<file path="src/rtl/rgb_hue_sequencer.sv">
// Steps three PWM duty values (R, G, B) around the six-segment HSV wheel,
// committing each step only at a PWM frame start. Optional HUE_GAMMA_EN squares the outputs.
module rgb_hue_sequencer #(
  parameter int PWM_MAX     = 1200,
  parameter int STEP        = 12,
  parameter int STEP_CYCLES = 20000,
  localparam int DUTY_W     = $clog2(PWM_MAX + 1)
) (
  input  logic              clk,
  input  logic              rst_n,
  input  logic              run,
  input  logic              period_start,
  output logic [DUTY_W-1:0] duty_r,
  output logic [DUTY_W-1:0] duty_g,
  output logic [DUTY_W-1:0] duty_b,
  output logic [2:0]        seg,
  output logic              seg_done,
  output logic              busy
);

  localparam int PRESC_W = (STEP_CYCLES > 1) ? $clog2(STEP_CYCLES) : 1;
  localparam logic [PRESC_W-1:0] PRESC_LAST = PRESC_W'(STEP_CYCLES - 1);
  localparam logic [DUTY_W:0]    MAX_X      = (DUTY_W + 1)'(PWM_MAX);
  localparam logic [DUTY_W:0]    STEP_X     = (DUTY_W + 1)'(STEP);
  localparam logic [DUTY_W-1:0]  MAX_D      = DUTY_W'(PWM_MAX);

  typedef enum logic [1:0] {IDLE, RUN, HOLD} state_t;

  state_t               state_reg, state_next;
  logic [DUTY_W-1:0]    lin_reg  [3];
  logic [DUTY_W-1:0]    lin_next [3];
  logic [2:0]           seg_reg, seg_next;
  logic [PRESC_W-1:0]   presc_reg, presc_next;
  logic                 pending_reg, pending_next;
  logic                 seg_done_reg, seg_done_next;

  logic                 tick;
  logic [1:0]           ramp_ch;
  logic                 ramp_up;
  logic [DUTY_W:0]      ramp_cur;
  logic [DUTY_W:0]      ramp_val;
  logic                 ramp_end;

  assign tick = (presc_reg == PRESC_LAST);

  // Which channel ramps in the current segment, and in which direction.
  always_comb begin
    ramp_ch = 2'd1;
    ramp_up = 1'b1;
    case (seg_reg)
      3'd0:    begin ramp_ch = 2'd1; ramp_up = 1'b1; end
      3'd1:    begin ramp_ch = 2'd0; ramp_up = 1'b0; end
      3'd2:    begin ramp_ch = 2'd2; ramp_up = 1'b1; end
      3'd3:    begin ramp_ch = 2'd1; ramp_up = 1'b0; end
      3'd4:    begin ramp_ch = 2'd0; ramp_up = 1'b1; end
      3'd5:    begin ramp_ch = 2'd2; ramp_up = 1'b0; end
      default: begin ramp_ch = 2'd1; ramp_up = 1'b1; end
    endcase
    ramp_cur = {1'b0, lin_reg[ramp_ch]};
    ramp_val = ramp_cur;
    ramp_end = 1'b0;
    if (ramp_up) begin
      if (ramp_cur + STEP_X >= MAX_X) begin
        ramp_val = MAX_X;
        ramp_end = 1'b1;
      end else begin
        ramp_val = ramp_cur + STEP_X;
      end
    end else begin
      if (ramp_cur <= STEP_X) begin
        ramp_val = '0;
        ramp_end = 1'b1;
      end else begin
        ramp_val = ramp_cur - STEP_X;
      end
    end
  end

  always_comb begin
    state_next    = state_reg;
    lin_next      = lin_reg;
    seg_next      = seg_reg;
    presc_next    = presc_reg;
    pending_next  = pending_reg;
    seg_done_next = 1'b0;
    case (state_reg)
      IDLE: begin
        if (run) begin
          state_next  = RUN;
          lin_next[0] = MAX_D;
          lin_next[1] = '0;
          lin_next[2] = '0;
          seg_next    = 3'd0;
        end
      end
      RUN: begin
        presc_next   = tick ? '0 : presc_reg + 1'b1;
        pending_next = pending_reg | tick;
        // A tick landing on the frame start commits immediately.
        if ((pending_reg | tick) && period_start) begin
          pending_next      = 1'b0;
          lin_next[ramp_ch] = ramp_val[DUTY_W-1:0];
          if (ramp_end) begin
            seg_next      = (seg_reg == 3'd5) ? 3'd0 : seg_reg + 3'd1;
            seg_done_next = 1'b1;
          end
        end
        if (!run) state_next = HOLD;
      end
      HOLD: begin
        if (run) state_next = RUN;
      end
      default: state_next = IDLE;
    endcase
  end

  always_ff @(posedge clk) begin
    if (!rst_n) begin
      state_reg    <= IDLE;
      for (int i = 0; i < 3; i++) lin_reg[i] <= '0;
      seg_reg      <= 3'd0;
      presc_reg    <= '0;
      pending_reg  <= 1'b0;
      seg_done_reg <= 1'b0;
    end else begin
      state_reg    <= state_next;
      lin_reg      <= lin_next;
      seg_reg      <= seg_next;
      presc_reg    <= presc_next;
      pending_reg  <= pending_next;
      seg_done_reg <= seg_done_next;
    end
  end

  logic [DUTY_W-1:0] duty_out [3];

  genvar gi;
  generate
    for (gi = 0; gi < 3; gi++) begin : g_chan
`ifdef HUE_GAMMA_EN
      logic [2*DUTY_W-1:0] sq;
      logic [DUTY_W-1:0]   gamma_reg;
      assign sq = lin_reg[gi] * lin_reg[gi];
      // Quotient never exceeds PWM_MAX, so it fits the duty width.
      always_ff @(posedge clk) begin
        if (!rst_n) gamma_reg <= '0;
        else        gamma_reg <= DUTY_W'(sq / (2 * DUTY_W)'(PWM_MAX));
      end
      assign duty_out[gi] = gamma_reg;
`else
      assign duty_out[gi] = lin_reg[gi];
`endif
    end
  endgenerate

  assign duty_r   = duty_out[0];
  assign duty_g   = duty_out[1];
  assign duty_b   = duty_out[2];
  assign seg      = seg_reg;
  assign seg_done = seg_done_reg;
  assign busy     = (state_reg != IDLE);

endmodule

</file>
<file path="config.mk">
export PLATFORM = sky130hd
export DESIGN_NAME = rgb_hue_sequencer
export DESIGN_NICKNAME = d
export VERILOG_FILES = /design/src/rtl/rgb_hue_sequencer.sv
export SDC_FILE = /design/constraint.sdc
export NUM_CORES = 1
export LEC_CHECK = 0
export BUFFER_PORTS_ARGS = -buffer_cell sky130_fd_sc_hd__clkbuf_2
export CAP_MARGIN = 10
export CORE_MARGIN = 5
export CORE_UTILIZATION = 40
export CTS_CLUSTER_DIAMETER = 100
export CTS_CLUSTER_SIZE = 40
export DETAILED_ROUTE_END_ITERATION = 8
export GPL_TIMING_DRIVEN = 0
export PLACE_DENSITY_LB_ADDON = 0.12
export SYNTH_ARGS = -nofsm -noshare
export SYNTH_HDL_FRONTEND = slang
export SYNTH_SLANG_ARGS = --single-unit
</file>
<file path="constraint.sdc">
create_clock -name clk -period 4.73 [get_ports clk]
set_input_delay 0.473 -clock clk [delete_from_list [all_inputs] [get_ports clk]]
set_output_delay 0.473 -clock clk [all_outputs]
set_load 0.02 [all_outputs]
</file>
==> results of run 1 <==
==> stage by stage <==
| stage | instance area, µm² | hold WS, ns |
|---|---|---|
| floorplan | 3270 | 0.452 |
| global placement | 3610 | 0.460 |
| detailed placement | 3610 | 0.493 |
| CTS | 3720 | 0.361 |
| global route | 3720 | 0.363 |
| finish | 3720 | 0.357 |
==> per-layer routing <==
metal | vias up | wire, µm
li1 | 1516 | -
met1 | 1522 | 4380
met2 | 103 | 4730
met3 | 15 | 455
met4 | 0 | 227
met5 | - | 0
==> power groups by stage <==
stage	logic [mW]	clock network [mW]	registers, mW
final	0.113	0.327	0.473
after global routing	0.123	0.355	0.474
after CTS	0.112	0.333	0.473
after detailed placement	0.112	0	0.484
after global placement	0.112	0	0.484
after floorplan	0.0765	0	0.487
==> synth_stat cells, drive strengths merged, types with 2 or more instances <==
| cell | instances | area share |
|---|---|---|
| a211oi | 3 | 0.0084 |
| a21boi | 2 | 0.0046 |
| a21oi | 14 | 0.021 |
| a22o | 18 | 0.048 |
| a32o | 8 | 0.024 |
| and2 | 8 | 0.015 |
| and3 | 7 | 0.013 |
| buf | 10 | 0.021 |
| clkbuf | 9 | 0.010 |
| dfxtp | 55 | 0.34 |
| ha | 4 | 0.015 |
| inv | 10 | 0.011 |
| mux2i | 4 | 0.012 |
| nand2 | 32 | 0.037 |
| nand2b | 4 | 0.0077 |
| nand3 | 10 | 0.015 |
| nand4 | 10 | 0.021 |
| nand4b | 2 | 0.0054 |
| nor2 | 45 | 0.054 |
| nor2b | 7 | 0.013 |
| nor3 | 5 | 0.0077 |
| nor4 | 7 | 0.024 |
| o2111ai | 2 | 0.0054 |
| o211ai | 9 | 0.021 |
| o21ai | 19 | 0.033 |
| o22ai | 11 | 0.021 |
| o311ai | 2 | 0.0054 |
| o31a | 3 | 0.0084 |
| o31ai | 7 | 0.026 |
| or2 | 4 | 0.0077 |
| or3 | 9 | 0.017 |
| or4 | 3 | 0.0069 |
| xnor2 | 13 | 0.037 |
| xor2 | 11 | 0.029 |
==> logic make-up (layout without fill, tap and decap cells) <==
logic type / Yosys count / after routing
AO/OA/AOI/OAI: 109 / 109
XOR/XNOR: 24 / 24
adder cells (fa/ha/maj): 4 / 4
buffers and inverters: 29 / 78
flip-flops: 55 / 55
multiplexers: 5 / 5
AND/OR/NAND/NOR: 156 / 156
==> cell type report <==
cell class | count | share of cell area
repair buffers | 41 | 0.0551
well taps | 105 | 0.0353
flip-flops and latches | 55 | 0.296
multi-input cells | 298 | 0.545
plain buffers | 19 | 0.0276
clock inverters | 3 | 0.0128
clock buffers | 5 | 0.0185
inverters | 10 | 0.0101
==> how the worst max path moves through the flow <==
stage,slack (ns),from,end,cells past startpoint
after floorplan,1.56,seg[0],seg[1],12
after global placement,0.94,seg[0],duty_g[2],12
after detailed placement,0.95,seg[0],duty_g[2],12
after CTS,0.91,seg[0],duty_g[2],12
after global routing,0.62,seg[0],duty_g[3],12
final,0.84,seg[0],duty_g[3],12
==> critical path: cells and delay by family (launching register included) <==
family          cells  cell delay (ns)
buf+inv             2             0.47
fa+ha+maj           1             0.40
simple gates        2             0.71
flops               1             0.46
compound gates      7             1.78
==> results.md, run 1 <==
- The destination of the worst register-to-register timing path is duty_g[3].
- The number of post-CTS setup repair buffers is 0.
- The first global-routing pass estimated 15.6 mm of wire.
- The final layout net count is about 440.
- The share of cells above drive strength 1 is 0.190.
- The internal power is ~0.67 mW.
- Of the total synthesized cell area, the portion taken by XOR and XNOR cells is 0.0666.
- For this configuration, the core starts out at a cell density of 0.404.
- The area fraction in compound gates after synthesis was 0.269.
- Static timing analysis puts the maximum clock frequency at 0.257 GHz.
- Max-cap violations in this run came to 0.
- For flop-to-flop paths, the worst setup slack is 0.84 ns.
- In the synthesized netlist, the number of instances is 382.
- Each instance of the synthesized netlist takes up on average roughly 8.6 µm².
- The transition time at the pin with the least slew margin is ~0.8 ns.
- The TritonCTS clock tree is yes.
- The startpoint of the most critical register-to-register path is seg[0].
- The number of flip-flops and latches in the synthesized netlist is 55.
- The highest fanout seen on the critical path is 10.
- Of the total power, the clock network draws 0.358.
- The critical path goes through buf_2, nand2_1, o22ai_1, o31a_2, ha_1, inv_1, a21oi_1, a31oi_1, a2111oi_4, o21ai_4, nor4_4, a32o_1.
- The total area of multi-input combinational cells is roughly 2000 µm².
- Across every metal layer, demand over resource in global routing totals 0.195.
- At the end of the flow the core is filled with cells to 0.460.
- The number of buffers inserted for hold repair after clock tree synthesis is 0.
- The area of all sequential standard cells is 1100 µm².
- The count of placed standard cells in the final layout, fillers left out is 536.
- The worst min-delay path endpoint is state_reg[0].
- The arrival time reported for the critical path endpoint is 4.15 ns.
- The slowest stage of the critical path is the sky130_fd_sc_hd__a2111oi_4 cell.
- The final critical delay including setup and external delays is 3.89 ns.
- The delay of the slowest cell on the worst path is 0.55 ns.
- The run finished with clean final reports.
- The detailed-placement wirelength estimate is approximately 7.4 mm.
- Routability-driven placement finished with a final weighted congestion of 0.947.
- The layer flagged by global routing as most heavily used is met2.
- The first detailed-routing pass ran for 5 iterations.
- The number of synthesized flops with an enable pin is 0.
- The number of inserted filler cells in the final layout is around 860.
- The number of rows created at floorplan is 33.
- The via count is ~3200.
- Dividing the detail-routed via count by the number of cells gives between 5 and 6.
- The cell sitting at the root of the clock tree is a sky130_fd_sc_hd__clkbuf_8.
- Across the routed clock network, the largest skew measured is roughly 0.013 ns.
- The number of endpoints with negative hold slack in the final report is 0.
- The worst max-slew margin expressed relative to the limit is 0.466.
- The worst hold path was traced through 3 stages.
- The number of buffers inserted by port buffering is 41.
- The via count of the first global-routing pass is 2993.
- In this run, the number of DRC markers left after iteration 0 of detailed routing was 195.
- Measured along the y axis, the die boundary spans roughly 100 µm.
- In the layout the commonest cells are sky130_fd_sc_hd__dfxtp_1, sky130_fd_sc_hd__nor2_1, sky130_fd_sc_hd__clkbuf_2.
- The number of top-level design ports is 42.
- Dividing the detail-routed wire length by the instance count gives 18.3 µm.
- The core region area is 8090 µm².
- The maximum root-to-sink buffer count is 2.
- The startpoint class of the critical path is a flip-flop.
- The die covers slightly above 10000 µm².
- Setup slack closes at between 0.8 and 0.9 ns.
- CTS built an H-tree with a depth of 2.
- The share of flip-flops with an asynchronous set or reset is 0.
- The path type of the worst setup path is flip-flop to flip-flop.
- After detailed placement, the design holds a cell count of 528.
- Of the total synthesized cell area, the portion taken by full adders, half adders and majority gates is 0.0153.
- The largest net degree at the start of global routing is 19.
- The mapped netlist covers 3270 µm².
- The total design power is 0.912 mW.
- Leaving out fill and tap cells, the most frequent cell in the layout is sky130_fd_sc_hd__dfxtp_1.
- For this run, the register share of the synthesized area comes to 0.337.
- The combinational family with the most area after synthesis is compound AO/OA/AOI/OAI gates.
- The most used flip-flop cell after synthesis is sky130_fd_sc_hd__dfxtp_1.
- The number of library cell types mapped by synthesis is 65.
- The number of cell instances on the worst register-to-register path is 12.
- Setup violations remaining at the end of the flow were counted as 0.
- Of the total synthesized cell area, the portion taken by AND, OR, NAND and NOR gates is 0.254.
- After synthesis, the share of cell area in mux cells is 0.0157.
- The share of total power dissipated in combinational logic is 0.123.
- The number of antenna-violating nets in the routed design is 0.
- The count of yosys warnings during synthesis is 0.
- The peak ir drop on the vdd network is between 100 and 150 µV.
- In this run the horizontal extent of the chip is roughly 100 µm.
- The number of diodes is 0.
- STA puts the critical path data required time at 4.99 ns.
- The aggregate negative setup slack is 0 ns.
- The count of cells resized by post-cts repair is 0.
- Summed over all cells, the static leakage comes to ~1.5 nW.
- When the netlist entered floorplanning its net count stood at 390.
- The min-delay analysis places its worst path in the category primary input to flip-flop.
- The total wire length after detailed routing is about 10 mm.
- Setup repair after global routing left no endpoint under its margin.
- In the global route stage, met3 resource usage came out at 0.0313.
- The signed area change from the synthesized netlist to the final layout is 13.9%.
- The initial antenna violation count is 0.
- The switching share of power is 0.271.
- In the routed design, unresolved DRC markers number 0.
- The worst setup path is captured at a flip-flop.
- Dividing the final minimum period by the clock period gives 0.823.
- For this run, global-route usage on met2 was measured as 0.327.
- The final global-route overflow total is 0.
- For met1 alone, demand over resource in global routing was 0.254.
- Of the total power, registers draw 0.519.
- The total clock buffers created by CTS is 5.
- The analysis attributes to net switching a power of 0.247 mW.
- The flip-flop count of the largest register, all copies and words added is 15.
- Clock tree synthesis found a total of 55 sinks.
- The CTS clock-pin slew for the worst setup and hold paths is 0.11 ns.
- The startpoint of the worst hold path is run.
- For this design the ratio of total power to cell area is 245 nW/µm².
- For the worst-skew pair, the clock arrives at the later sink with an insertion delay of 0.31 ns.
- The max-slew violation count was 0.
- The pre-CTS setup slack is about 0.95 ns.
Note: power is estimated with default switching activity, not from simulation.
==> inputs of run 2 (changes only) <==
Clock period 4.73 ns to 3.35 ns, I/O delays scaled along.
==> results.md, run 2 (synthesis gave the netlist of run 1 again) <==
- The tree is rooted in a sky130_fd_sc_hd__clkbuf_8.
- In this run the deepest clock path goes through 2 buffers.
- In this design, the stage delay of the slowest critical-path cell is 0.49 ns.
- The clock insertion delay at the later pin of the skew report is 0.32 ns.
- During I/O placement, the number of pins put on the boundary was 42.
- The initial antenna violation count is 0.
- The TritonCTS clock tree is yes.
- Power spread over the standard cell area amounts to 322 nW/µm².
- The tree built by TritonCTS fans out to 55 sinks.
- The total clock buffers created by CTS is 5.
- The max-slew violation count came to 0.
- VDD sags by at most 178 µV.
- After the last flow step, the layout net total stands at approximately 460.
- The startpoint class of the critical path is a flip-flop.
- The flip-flop count of the largest register, all copies and words added is 15.
- In the final routed layout, each cell accounts on average for 18.2 µm.
- Summed over all layers, the global routing overflow is 0.
- STA puts the critical path data required time at 3.61 ns.
- The via count of the first global-routing pass is ~3000.
- In this run the tightest slew margin relative to its limit is 0.481.
- The starting utilization of the core area is 0.404.
- During placement, the flow inserted port buffers numbering 41.
- In the final layout, the share of cells above drive strength 1 is 0.271.
- Traced cell by cell, the critical path runs through buf_8, or3_1, o211ai_1, o31a_2, buf_4, inv_4, nor2_2, nor2b_1, a2111oi_4, o21ai_4, buf_6, nor4_4, a32o_1.
- CTS built an H-tree with a depth of 2.
- The placer's final routability congestion estimate is 0.947.
- After detailed routing, the number of remaining DRC violations is 0.
- The critical path is of the flip-flop to flip-flop type.
- In this run the worst setup path begins at seg[0].
- The total of max-cap violations is 0.
- The number of endpoints failing setup at the final stage is 0.
- The slowest stage of the critical path is the sky130_fd_sc_hd__a2111oi_4 cell.
- The signed area change from the synthesized netlist to the final layout is 25.6%.
- The number of DRC markers in iteration 0 is between 200 and 250.
- The number of buffers inserted for hold repair after clock tree synthesis is 0.
- The number of endpoints with negative hold slack in the final report is 0.
- The placed cell area is around 3600 µm².
- In this run the worst path has a maximum fanout of 9.
- For the final database, setup skew stands at roughly 0.012 ns.
- The number of inserted filler cells in the final layout is 821.
- The floorplan die width is 100 µm.
- The count of placed standard cells in the final layout, fillers left out is 562.
- The worst setup path is captured at a flip-flop.
- Dividing the detail-routed via count by the number of cells gives between 5 and 6.
- Counting instances, the worst hold path has a depth of 3.
- The die covers ~10000 µm².
- The largest net degree at the start of global routing is 19.
- The final worst-path cycle share is 0.962.
- The library cells used most frequently in the layout, excluding fill and tap cells, are sky130_fd_sc_hd__dfxtp_1, sky130_fd_sc_hd__clkbuf_2, sky130_fd_sc_hd__nor2_1.
- Grouping stages by cell kind, the critical path spends the most delay in compound AO/OA/AOI/OAI gates.
- The final critical delay including setup and external delays is 3.22 ns.
- The flow ran to the end, and the final reports show no timing, DRC or antenna violations.
- For this run, the total global-route usage over all layers was measured as 0.197.
- The arrival time reported for the critical path endpoint is ~3.5 ns.
- The number of rows created at floorplan is 33.
- Summed over all layers, the routed wires come to 10.2 mm.
- The startpoint of the most critical register-to-register path is seg[0].
- The pre-antenna-repair detailed-routing pass consisted of 4 iterations.
- The critical path crosses 13 cells after its start point.
- The core region area is 8090 µm².
- Detailed routing inserted a total of 3297 vias.
- The worst register-to-register path has a depth of 13.
- The timing-limited maximum frequency is ~0.31 GHz.
- After routing the design area is 4110 µm².
- The die is ~100 µm tall.
- The critical path contains buffers and inverters numbering 4 combined.
- Once detail routing completed, the nets flagged for antenna violations numbered 0.
- The CTS clock-pin slew for the worst setup and hold paths is 0.10 ns.
- The standby leakage power is 1.64 nW.
- The library cell used most frequently in the layout, excluding fill and tap cells, is sky130_fd_sc_hd__dfxtp_1.
- The detailed-placement wirelength estimate is 7.37 mm.
- The number of antenna diodes in the final layout is 0.
- The startpoint of the worst hold path is run.
- The total design power is between 1 and 1.5 mW.
- The wire length of the first global-routing pass is 15.8 mm.
- In this run, placement finished with an instance count of ~530.
- The transition time at the pin with the least slew margin is 0.778 ns.
- In this run the worst hold path is classified as primary input to flip-flop.
==> run 2: changes by cell type in the layout (fill, tap and decap cells not counted), sizes merged <==
cell    previous run  this run
clkbuf            55        56
buf               10        35
==> run 2: repair_timing <==
item	CTS	global route
gates resized for setup	13	28
gates cloned	0	0
pin swaps	3	16
setup buffers	1	25
setup endpoints to repair	34	33
==> run 2: final cells by class <==
type,instances,area [µm²],area share
Tap cell,105,131,0.0320
Clock buffer,5,68.8,0.0168
Inverter,10,40.0,0.00975
Buffer,19,123,0.0299
Multi-Input combinational cell,298,2170,0.528
Timing Repair Buffer,67,417,0.101
Sequential cell,55,1110,0.270
Clock inverter,3,47.5,0.0116
==> run 2: power by group <==
| part | internal, mW | leakage (nW) | switching [mW] |
|---|---|---|---|
| registers | 0.660 | 0.447 | 0.00770 |
| clock network | 0.227 | 0.0587 | 0.233 |
| logic | 0.0741 | 1.13 | 0.119 |
| total | 0.961 | 1.64 | 0.360 |
==> run 2: metrics by stage <==
step	setup TNS (ns)	util	setup WS (ns)	hold WS (ns)
2_1_floorplan	0	-	0.184	0.451
3_3_place_gp	-9.26	0.446	-0.435	0.460
3_5_place_dp	-9.43	0.446	-0.434	0.493
4_1_cts	0	0.468	0.00604	0.223
5_1_grt	-0.0718	0.508	-0.0229	0.225
6_report	0	0.508	0.126	0.222
==> run 2: final timing paths <==
check / endpoint / slack, ns
max: duty_b[3] / 0.13
min: state_reg[0] / 0.22
max reg2reg: duty_b[3] / 0.13
min reg2reg: duty_b[7] / 0.50
==> run 2: tightest hold or removal path: cells and delay by family <==
| kind | cells | cell delay [ns] |
|---|---|---|
| AO/OA/AOI/OAI | 1 | 0.03 |
| buffers and inverters | 1 | 0.09 |
| AND/OR/NAND/NOR | 1 | 0.05 |
==> run 2: per-layer routing <==
metal / share of wire / routed length, µm / vias up / track usage
met5: 0 / 0 / - / 0
met4: 0.019 / 191 / 0 / 0.0611
met3: 0.058 / 592 / 15 / 0.0341
met2: 0.50 / 5110 / 127 / 0.333
met1: 0.42 / 4330 / 1591 / 0.254
li1: - / - / 1564 / -
==> inputs of run 3 (changes only) <==
Settings changed: PLACE_DENSITY_LB_ADDON 0.12 to 0.2, SLEW_MARGIN from default to 10.
==> results.md, run 3 (synthesis gave the netlist of run 1 again) <==
- After routing, the total negative slack on setup checks comes to 0 ns.
- The TritonCTS clock tree is yes.
- Measured along the y axis, the die boundary spans 100 µm.
- The final global-route overflow total is 0.
- In this run the count of I/O pins placed on the die edge is 42.
- The post-route worst hold slack is around 0.24 ns.
- The placer's final routability congestion estimate is slightly below 1.
- Setup violations remaining at the end of the flow were counted as 0.
- The residual DRC count is 0.
- After detailed placement, the design holds a cell count of 528.
- Fill cells in the final layout number 838.
- Of all nets on the critical path, the largest fanout is 10.
- The destination of the worst register-to-register timing path is duty_g[2].
- The final layout contains 450 nets.
- The number of endpoints with negative hold slack in the final report came to 0.
- The total design power is 1.23 mW.
- The register with the most flip-flops in the layout has 15 of them.
- The final critical delay including setup and external delays is 3.29 ns.
- The post-layout worst setup margin is approximately 0.06 ns.
- The finished cells cover 3910 µm².
- The final worst-path cycle share is 0.982.
- The core occupancy in the finished layout is 0.483.
- OpenSTA, run right after detailed placement, puts the worst setup slack at -0.366 ns.
- The total of max-cap violations is 0.
- The peak ir drop on the vdd network is roughly 200 µV.
- The library cell used most frequently in the layout, excluding fill and tap cells, is sky130_fd_sc_hd__dfxtp_1.
- The depth of the CTS H-tree is 2.
- The startpoint class of the critical path is a flip-flop.
- The path class of the tightest hold or removal check is primary input to flip-flop.
- Setup repair after global routing could not meet its margin everywhere.
- The count of placed standard cells in the final layout, fillers left out is 547.
- The core region area is 8090 µm².
- 0 antenna diodes ended up in the layout.
- The flow ran to the end, and the final reports show no timing, DRC or antenna violations.
- The total global-route track usage is 0.187.
- Internal power comes to 0.891 mW.
- Summed over all layers, the routed wires come to approximately 9.5 mm.
- In the final layout, the share of cells above drive strength 1 is 0.238.
- After clock tree synthesis, the clock-pin slew on the worst setup and hold paths is 0.09 ns.
- The worst reg-to-reg setup slack is 0.06 ns.
- The share of total power dissipated in combinational logic is 0.146.
- For this configuration, the core starts out at a cell density of 0.404.
- The transition time at the pin with the least slew margin is 0.740 ns.
- Dividing total power by cell area gives a power density of 314 nW/µm².
- The top cell types in the final layout, fill and taps aside, are sky130_fd_sc_hd__dfxtp_1, sky130_fd_sc_hd__clkbuf_2, sky130_fd_sc_hd__nor2_1.
- The wire length of the first global-routing pass is 15.2 mm.
- The arrival time reported for the critical path endpoint is 3.55 ns.
- The number of antenna-violating nets in the routed design is 0.
- The worst hold path begins at run.
- The worst max-slew margin expressed relative to the limit is 0.507.
- The number of iterations in the first detailed-routing pass is 5.
- The placed cell area is 3610 µm².
- The path with the worst hold slack has its endpoint at state_reg[0].
- Measured along the x axis, the die boundary spans 100 µm.
- The average wire per cell in the routed design is ~17 µm.
- Of the total power, the clock network draws 0.310.
- The detailed-placement wirelength estimate is 7.04 mm.
- The number of DRC markers in iteration 0 is between 200 and 300.
- The max-slew violation count is 0.
- The switching share of power is 0.273.
- The worst hold path stage count is 3.
- Clock tree synthesis found a total of 55 sinks.
- The setup clock skew after layout is between 0.009 and 0.01 ns.
- Of the total power, registers draw 0.545.
- The number of cell instances on the worst register-to-register path is 14.
- The clock insertion delay at the later pin of the skew report is about 0.31 ns.
- The critical path in this run is classified as flip-flop to flip-flop.
- No sink is reached through more buffers than the 2 on the longest clock path.
- The critical path data required time is 3.61 ns.
- The number of buffers inserted by port buffering is 41.
- Detailed routing inserted a total of 3194 vias.
- The number of rows created at floorplan is 33.
- STA classifies the critical path endpoint as a flip-flop.
- The via count of the first global-routing pass was 2920.
- Buffers inserted during clock tree synthesis total 5.
- Relative to the synthesized area, the layout overhead comes to 19.5%.
- The timing-limited maximum frequency is 0.304 GHz.
- The switching power is between 0.3 and 0.4 mW.
- The initial antenna violation count is 0.
- Entering global routing, the biggest net connects 17 pins.
- Dividing the detail-routed via count by the number of cells gives 5.84.
- The die area is 10100 µm².
- The startpoint identified for the worst register-to-register timing path is seg[0].
- The cell chosen for the clock root is sky130_fd_sc_hd__clkbuf_8.
- The standby leakage power is 1.56 nW.
[run 3: repair_timing]
action | in CTS | in global routing
setup endpoints to repair | 34 | 33
hold buffers | 0 | 0
gates resized for setup | 15 | 12
pin swaps | 3 | 10
setup buffers | 0 | 12
[run 3: how the worst max path moves through the flow]
stage / start / to / depth (start not counted)
after floorplan: seg[0] / seg[1] / 12
after global placement: seg[2] / duty_r[6] / 13
after detailed placement: seg[0] / duty_g[3] / 12
after CTS: seg[0] / duty_g[3] / 12
after global routing: seg[0] / duty_g[2] / 13
final: seg[0] / duty_g[2] / 14
[run 3: layer usage]
metal,wire (µm),global-route usage,share of wire
met5,0,0,0
met4,179,0.0528,0.019
met3,500,0.0327,0.052
met2,4360,0.293,0.46
met1,4490,0.265,0.47
[run 3: power by group through the flow]
stage	combinational, mW	sequential (mW)	clock, mW
2_1_floorplan	0.108	0.687	0
3_3_place_gp	0.155	0.683	0
3_5_place_dp	0.155	0.683	0
4_1_cts	0.160	0.668	0.390
5_1_grt	0.192	0.668	0.418
6_report	0.178	0.667	0.380
[run 3: cell type report]
cell class              instances  area (µm²)  area share
inverters                      10        37.5     0.00961
well taps                     105         131      0.0336
plain buffers                  19         109      0.0279
clock buffers                   6        82.6      0.0211
multi-input cells             298        2120       0.543
clock inverters                 1        8.76     0.00224
flip-flops and latches         55        1110       0.284
repair buffers                 53         308      0.0788
[run 3: worst max-delay path, cell delays in order (launching register included)]
cell and delay, ns:
sky130_fd_sc_hd__dfxtp_4 0.39, sky130_fd_sc_hd__buf_4 0.19, sky130_fd_sc_hd__or3_1 0.37, sky130_fd_sc_hd__o211ai_1 0.10
sky130_fd_sc_hd__o31a_1 0.30, sky130_fd_sc_hd__inv_2 0.15, sky130_fd_sc_hd__ha_4 0.21, sky130_fd_sc_hd__o311ai_1 0.15
sky130_fd_sc_hd__nor4_2 0.09, sky130_fd_sc_hd__o2111ai_1 0.27, sky130_fd_sc_hd__mux2_4 0.23, sky130_fd_sc_hd__o21ai_4 0.06
sky130_fd_sc_hd__buf_12 0.15, sky130_fd_sc_hd__nor4_4 0.35, sky130_fd_sc_hd__a32o_1 0.21
